**src/rtl/pulse_window_accumulator.sv**
```systemverilog
// Triggered window integrator: after a programmable delay, sums a programmable number of
// signed ADC samples and presents the result on a single-entry valid/ready output register.
module pulse_window_accumulator #(
    parameter int unsigned DATA_WIDTH   = 14,
    parameter int unsigned WINDOW_WIDTH = 8,
    parameter int unsigned DELAY_WIDTH  = 16
) (
    input  logic                                        clk,
    input  logic                                        rst_n,
    input  logic                                        pulse_in,
    input  logic [DELAY_WIDTH-1:0]                      delay,
    input  logic [WINDOW_WIDTH-1:0]                     window,
    input  logic signed [DATA_WIDTH-1:0]                adc_data,
    input  logic                                        clear_flags,
    output logic signed [DATA_WIDTH+WINDOW_WIDTH-1:0]   m_tdata,
    output logic                                        m_tvalid,
    input  logic                                        m_tready,
    output logic                                        busy,
    output logic                                        overflow,
    output logic                                        trig_missed
);

    localparam int unsigned SUM_WIDTH = DATA_WIDTH + WINDOW_WIDTH;
    localparam int unsigned CNT_WIDTH = (DELAY_WIDTH > WINDOW_WIDTH) ? DELAY_WIDTH : WINDOW_WIDTH;

    typedef enum logic [1:0] {
        StIdle,
        StDelay,
        StAccum
    } state_e;

    state_e                       state_q, state_d;
    logic                         pulse_dly_q;
    logic [CNT_WIDTH-1:0]         cnt_q, cnt_d;
    logic [WINDOW_WIDTH-1:0]      window_q, window_d;
    logic signed [SUM_WIDTH-1:0]  acc_q, acc_d;
    logic signed [SUM_WIDTH-1:0]  tdata_q, tdata_d;
    logic                         tvalid_q, tvalid_d;
    logic                         overflow_q, overflow_d;
    logic                         missed_q, missed_d;

    logic                         trigger;
    logic                         out_free;
    logic                         last_cnt;
    logic signed [SUM_WIDTH-1:0]  sample_ext;
    logic signed [SUM_WIDTH-1:0]  acc_sum;

    assign trigger    = pulse_in & ~pulse_dly_q;
    assign out_free   = ~tvalid_q | m_tready;
    assign last_cnt   = (cnt_q == CNT_WIDTH'(1));
    assign sample_ext = {{WINDOW_WIDTH{adc_data[DATA_WIDTH-1]}}, adc_data};
    // SUM_WIDTH leaves room for 2^WINDOW_WIDTH-1 full-scale samples, so no wrap is possible.
    assign acc_sum    = acc_q + sample_ext;

    always_comb begin
        state_d    = state_q;
        cnt_d      = cnt_q;
        window_d   = window_q;
        acc_d      = acc_q;
        tdata_d    = tdata_q;
        tvalid_d   = tvalid_q;
        overflow_d = overflow_q;
        missed_d   = missed_q;

        if (clear_flags) begin
            overflow_d = 1'b0;
            missed_d   = 1'b0;
        end

        if (tvalid_q && m_tready) begin
            tvalid_d = 1'b0;
        end

        unique case (state_q)
            StIdle: begin
                if (trigger && (window != '0)) begin
                    window_d = window;
                    if (delay == '0) begin
                        state_d = StAccum;
                        cnt_d   = CNT_WIDTH'(window);
                        acc_d   = '0;
                    end else begin
                        state_d = StDelay;
                        cnt_d   = CNT_WIDTH'(delay);
                    end
                end
            end
            StDelay: begin
                if (last_cnt) begin
                    state_d = StAccum;
                    cnt_d   = CNT_WIDTH'(window_q);
                    acc_d   = '0;
                end else begin
                    cnt_d = cnt_q - CNT_WIDTH'(1);
                end
            end
            StAccum: begin
                acc_d = acc_sum;
                if (last_cnt) begin
                    state_d = StIdle;
                    cnt_d   = '0;
                    if (out_free) begin
                        tdata_d  = acc_sum;
                        tvalid_d = 1'b1;
                    end else begin
                        overflow_d = 1'b1;
                    end
                end else begin
                    cnt_d = cnt_q - CNT_WIDTH'(1);
                end
            end
            default: begin
                state_d = StIdle;
            end
        endcase

        if (trigger && (state_q != StIdle)) begin
            missed_d = 1'b1;
        end
    end

    always_ff @(posedge clk or negedge rst_n) begin
        if (!rst_n) begin
            state_q <= StIdle;
        end else begin
            state_q <= state_d;
        end
    end

    // pulse_dly_q resets high so a pulse already asserted at reset release is not an edge.
    always_ff @(posedge clk or negedge rst_n) begin
        if (!rst_n) begin
            pulse_dly_q <= 1'b1;
            cnt_q       <= '0;
            window_q    <= '0;
            acc_q       <= '0;
            tdata_q     <= '0;
            tvalid_q    <= 1'b0;
            overflow_q  <= 1'b0;
            missed_q    <= 1'b0;
        end else begin
            pulse_dly_q <= pulse_in;
            cnt_q       <= cnt_d;
            window_q    <= window_d;
            acc_q       <= acc_d;
            tdata_q     <= tdata_d;
            tvalid_q    <= tvalid_d;
            overflow_q  <= overflow_d;
            missed_q    <= missed_d;
        end
    end

    assign m_tdata     = tdata_q;
    assign m_tvalid    = tvalid_q;
    assign busy        = (state_q != StIdle);
    assign overflow    = overflow_q;
    assign trig_missed = missed_q;

endmodule
```
**config.mk**
```make
export PLATFORM = sky130hd
export DESIGN_NAME = pulse_window_accumulator
export DESIGN_NICKNAME = d
export VERILOG_FILES = /design/src/rtl/pulse_window_accumulator.sv
export SDC_FILE = /design/constraint.sdc
export NUM_CORES = 1
export LEC_CHECK = 0
export ABC_AREA = 1
export CAP_MARGIN = 20
export CORE_ASPECT_RATIO = 0.75
export CORE_MARGIN = 2
export CORE_UTILIZATION = 51
export DETAILED_ROUTE_END_ITERATION = 8
export GPL_ROUTABILITY_DRIVEN = 1
export HOLD_SLACK_MARGIN = 0.08
export PLACE_DENSITY = 0.75
export SYNTH_ARGS = -nofsm -noshare
export SYNTH_HDL_FRONTEND = slang
export SYNTH_SLANG_ARGS = --single-unit
```
**constraint.sdc**
```tcl
create_clock -name clk -period 1.96 [get_ports clk]
set_input_delay 0.588 -clock clk [delete_from_list [all_inputs] [get_ports clk]]
set_output_delay 0.588 -clock clk [all_outputs]
set_load 0.02 [all_outputs]
```
==> flow_metrics.py <==
metrics = {
    "global_route": {
        "grt_pass1_vias": 5450,
        "grt_pass1_wl_um": 26800,
        "met2_usage": 0.455,
        "busiest_layer": "met1",
        "grt_usage": 0.306,
        "grt_max_degree": 29,
        "antenna_found_initial": 0,
        "use_met3": 0.0597,
        "overflow": 0,
        "use_met1": 0.455,
    },
    "cts": {
        "cts.htree.levels": 3,
        "cts_root_buffer": "clkbuf_16",
        "cts_buffers": 9,
        "path_clk_slew_ns": 0.07,
        "cts_buffer_depth": 2,
        "insertion_delay_ns": 0.35,
        "clkSinkCount": 74,
        "cts_tree": "built",
        "cts_hold_buf": 0,
    },
    "run": {
        "maxCapViolations": 0,
    },
    "power": {
        "p_clk_frac": 0.234,
        "p_comb_frac": 0.538,
        "leakage_nw": 4.00,
        "intPower_w": 0.00536,
        "pwr-share-seq": 0.228,
        "powerDensity_mw_per_mm2": 1180,
        "swShare": 0.410,
        "power.switching_w": 0.00373,
        "irDropWorstVdd_mv": 0.927,
    },
    "route": {
        "vias": 5853,
        "wl_per_cell_um": 16.6,
        "ant_nets": 0,
        "initialDrtViolationCount": 651,
        "vias_per_cell": 5.50,
        "drc": 0,
        "routed_wl_um": 17700,
        "drtPass1Iterations": 7,
    },
    "die": {
        "core.rowCount": 31,
        "io_pins": 69,
        "start_util": 0.532,
        "die-area_mm2": 0.0111,
        "die_width_um": 121,
        "die_h_um": 91.6,
        "coreArea_mm2": 0.00981,
    },
    "final_layout": {
        "num_antenna_cells": 0,
        "drive_gt1_frac": 0.255,
        "area_delta_synth_final_pct": 47.7,
        "n_fill_cell": 649,
        "final_area_mm2": 0.00771,
        "nets": 998,
        "fin_util": 0.786,
    },
    "timing": {
        "fin_crit_sh": 1.01,
        "period_needed_ns": 1.98,
        "setup_ws_ns": -0.0237,
        "drv_slew": 0,
        "hold_violations": 0,
        "slew_headroom": 0.738,
        "rsz0062_at_grt": "yes",
        "fmaxAchievable_ghz": 0.504,
        "skew_ns": 0.0127,
        "setup_violations": 3,
        "tightest_slew_ns": 0.394,
    },
    "setup_path": {
        "cp-start-kind": "flop",
        "critPathCaptureType": "flop",
        "crit_path_max_fanout": 5,
        "cp.arrival_ns": 2.19,
        "crit_type": "flop to flop",
        "critical_path_required_ns": 2.16,
    },
    "logic_synthesis": {
        "netlist_area_mm2": 0.00522,
        "synthCells": 782,
        "ys.flop_type": "dfrtp_1",
        "ys_seq_area_frac": 0.355,
        "synth_edf_count": 0,
        "synth_fp_nets": 853,
        "synthArstFlopShare": 1.00,
        "synth_warnings": 0,
        "postSynthAreaPerCell_um2": 6.68,
        "yosysUniqueCellTypes": 33,
        "ys_seq_elements": 74,
    },
    "outcome": {
        "status": "finished with violations",
        "violations": "negative setup slack",
    },
    "place": {
        "dpl.hpwl_um": 11400,
        "numPortBuffers": 68,
        "placed_area_mm2": 0.00662,
        "gp_routability_congestion": 1.01,
    },
    "min_path": {
        "min_path_type": "input pin to async pin",
    },
}
through the flow:
stage / setup TNS [ns] / setup WS, ns / hold slack, ns / power [W] / std cells
global placement: -24.21 / -0.632 / 0.462 / 0.00546 / 1040
floorplan: 0 / 0.0275 / 0.292 / 0.00429 / 782
finish: -0.0417 / -0.0237 / 0.151 / 0.00909 / 1064
global route: -0.780 / -0.0919 / 0.177 / 0.00964 / 1064
CTS: 0 / 0.00288 / 0.164 / 0.00833 / 1058
detailed placement: -26.42 / -0.659 / 0.467 / 0.00558 / 1040
flip-flops by register name, summed over array words and instances, names as in the netlist:
register and flops:
state_q 2, m_tdata 22, window_q 8, cnt_q 16, m_tvalid 1, pulse_dly_q 1
overflow 1, acc_q 22, trig_missed 1
cells by family after synthesis:
family	after synthesis	share of synthesized area
buffers and inverters	118	0.0896
adder cells (fa/ha/maj)	28	0.0686
AND/OR/NAND/NOR	476	0.387
AO/OA/AOI/OAI	66	0.0662
flip-flops	74	0.355
XOR/XNOR	20	0.0336
cell usage after synthesis, types with 4 or more instances:
cell / instances / area (um2)
o21ai_0: 42 / 210
nand3_1: 62 / 310
nand2_1: 283 / 1060
buf_2: 6 / 30.0
clkbuf_1: 9 / 33.8
dfrtp_1: 73 / 1830
ha_1: 27 / 338
xnor2_1: 9 / 78.8
nand2_2: 15 / 93.8
nand4_1: 12 / 75.1
nor3_1: 4 / 20.0
nor2_2: 7 / 43.8
nand3b_1: 6 / 45.0
a21oi_1: 18 / 90.1
nor2_1: 79 / 297
xor2_1: 11 / 96.3
inv_1: 101 / 379
critical path, stage by stage (launching register included):
cell and delay, ns:
dfrtp_1 0.41, ha_4 0.19, fa_2 0.43, nand3_4 0.09, nand3_4 0.13, nand2_2 0.12
nand2_4 0.07, xnor2_1 0.23, o21ai_0 0.17
path summary, 6_finish.rpt:
path	slack, ns	endpoint	cells after the start	startpoint
setup / recovery	-0.02	acc_q[6]$_DFFE_PN0P_	8	acc_q[0]$_DFFE_PN0P_
hold / removal	0.15	m_tdata[8]$_DFFE_PN0P_	1	rst_n
setup reg to reg	-0.02	acc_q[6]$_DFFE_PN0P_	8	acc_q[0]$_DFFE_PN0P_
hold reg to reg	0.49	m_tdata[19]$_DFFE_PN0P_	2	m_tdata[19]$_DFFE_PN0P_
max in group asynchronous	1.25	pulse_dly_q$_DFF_PN1_	2	rst_n
min in group clk	0.49	m_tdata[19]$_DFFE_PN0P_	2	m_tdata[19]$_DFFE_PN0P_
layout by cell type, fill, tap and decap left out, types with 4 or more instances in the layout:
master,n
nand2_1,253
inv_1,93
buf_4,74
dfrtp_1,73
nor2_1,60
nand3_1,51
nand2_2,41
o21ai_0,41
clkdlybuf4s50_1,40
ha_4,21
nor2_2,19
dlymetal6s2s_1,15
nand4_1,12
xor2_1,10
clkbuf_16,10
a21oi_1,9
dlygate4sd2_1,9
inv_2,8
nor2_4,8
a21oi_2,8
xnor2_1,8
nand3_2,6
nand3b_1,6
nand3_4,5
nand2_4,5
ha_1,5
buf_12,5
bufinv_16,4
power groups by stage:
stage | Clock [W] | Sequential, W | Combinational, W
after floorplan | 0 | 0.00194 | 0.00235
after global placement | 0 | 0.00199 | 0.00348
after detailed placement | 0 | 0.00199 | 0.00358
after CTS | 0.00212 | 0.00205 | 0.00416
after global routing | 0.00220 | 0.00209 | 0.00535
final | 0.00213 | 0.00207 | 0.00489
per-layer routing:
layer  routed length (um)  part of all wire
met1                 7690              0.44
met2                 8070              0.46
met3                 1530             0.086
met4                  385             0.022
met5                    0                 0
cell type report:
type	count	area, um2	area share
multi-input cells	590	3530	0.457
flip-flops and latches	74	1850	0.240
repair buffers	150	1410	0.182
inverters	102	384	0.0498
clock buffers	10	239	0.0310
well taps	132	165	0.0214
clock inverters	6	136	0.0177
timing repair:
action / 4_1_cts / 5_1_grt
cloned: 1 / 1
resized for setup: 77 / 88
endpoints found under the setup margin: 45 / 49
setup buffers: 1 / 5
pin swaps: 13 / 39
(Power assumes the default switching activity.)
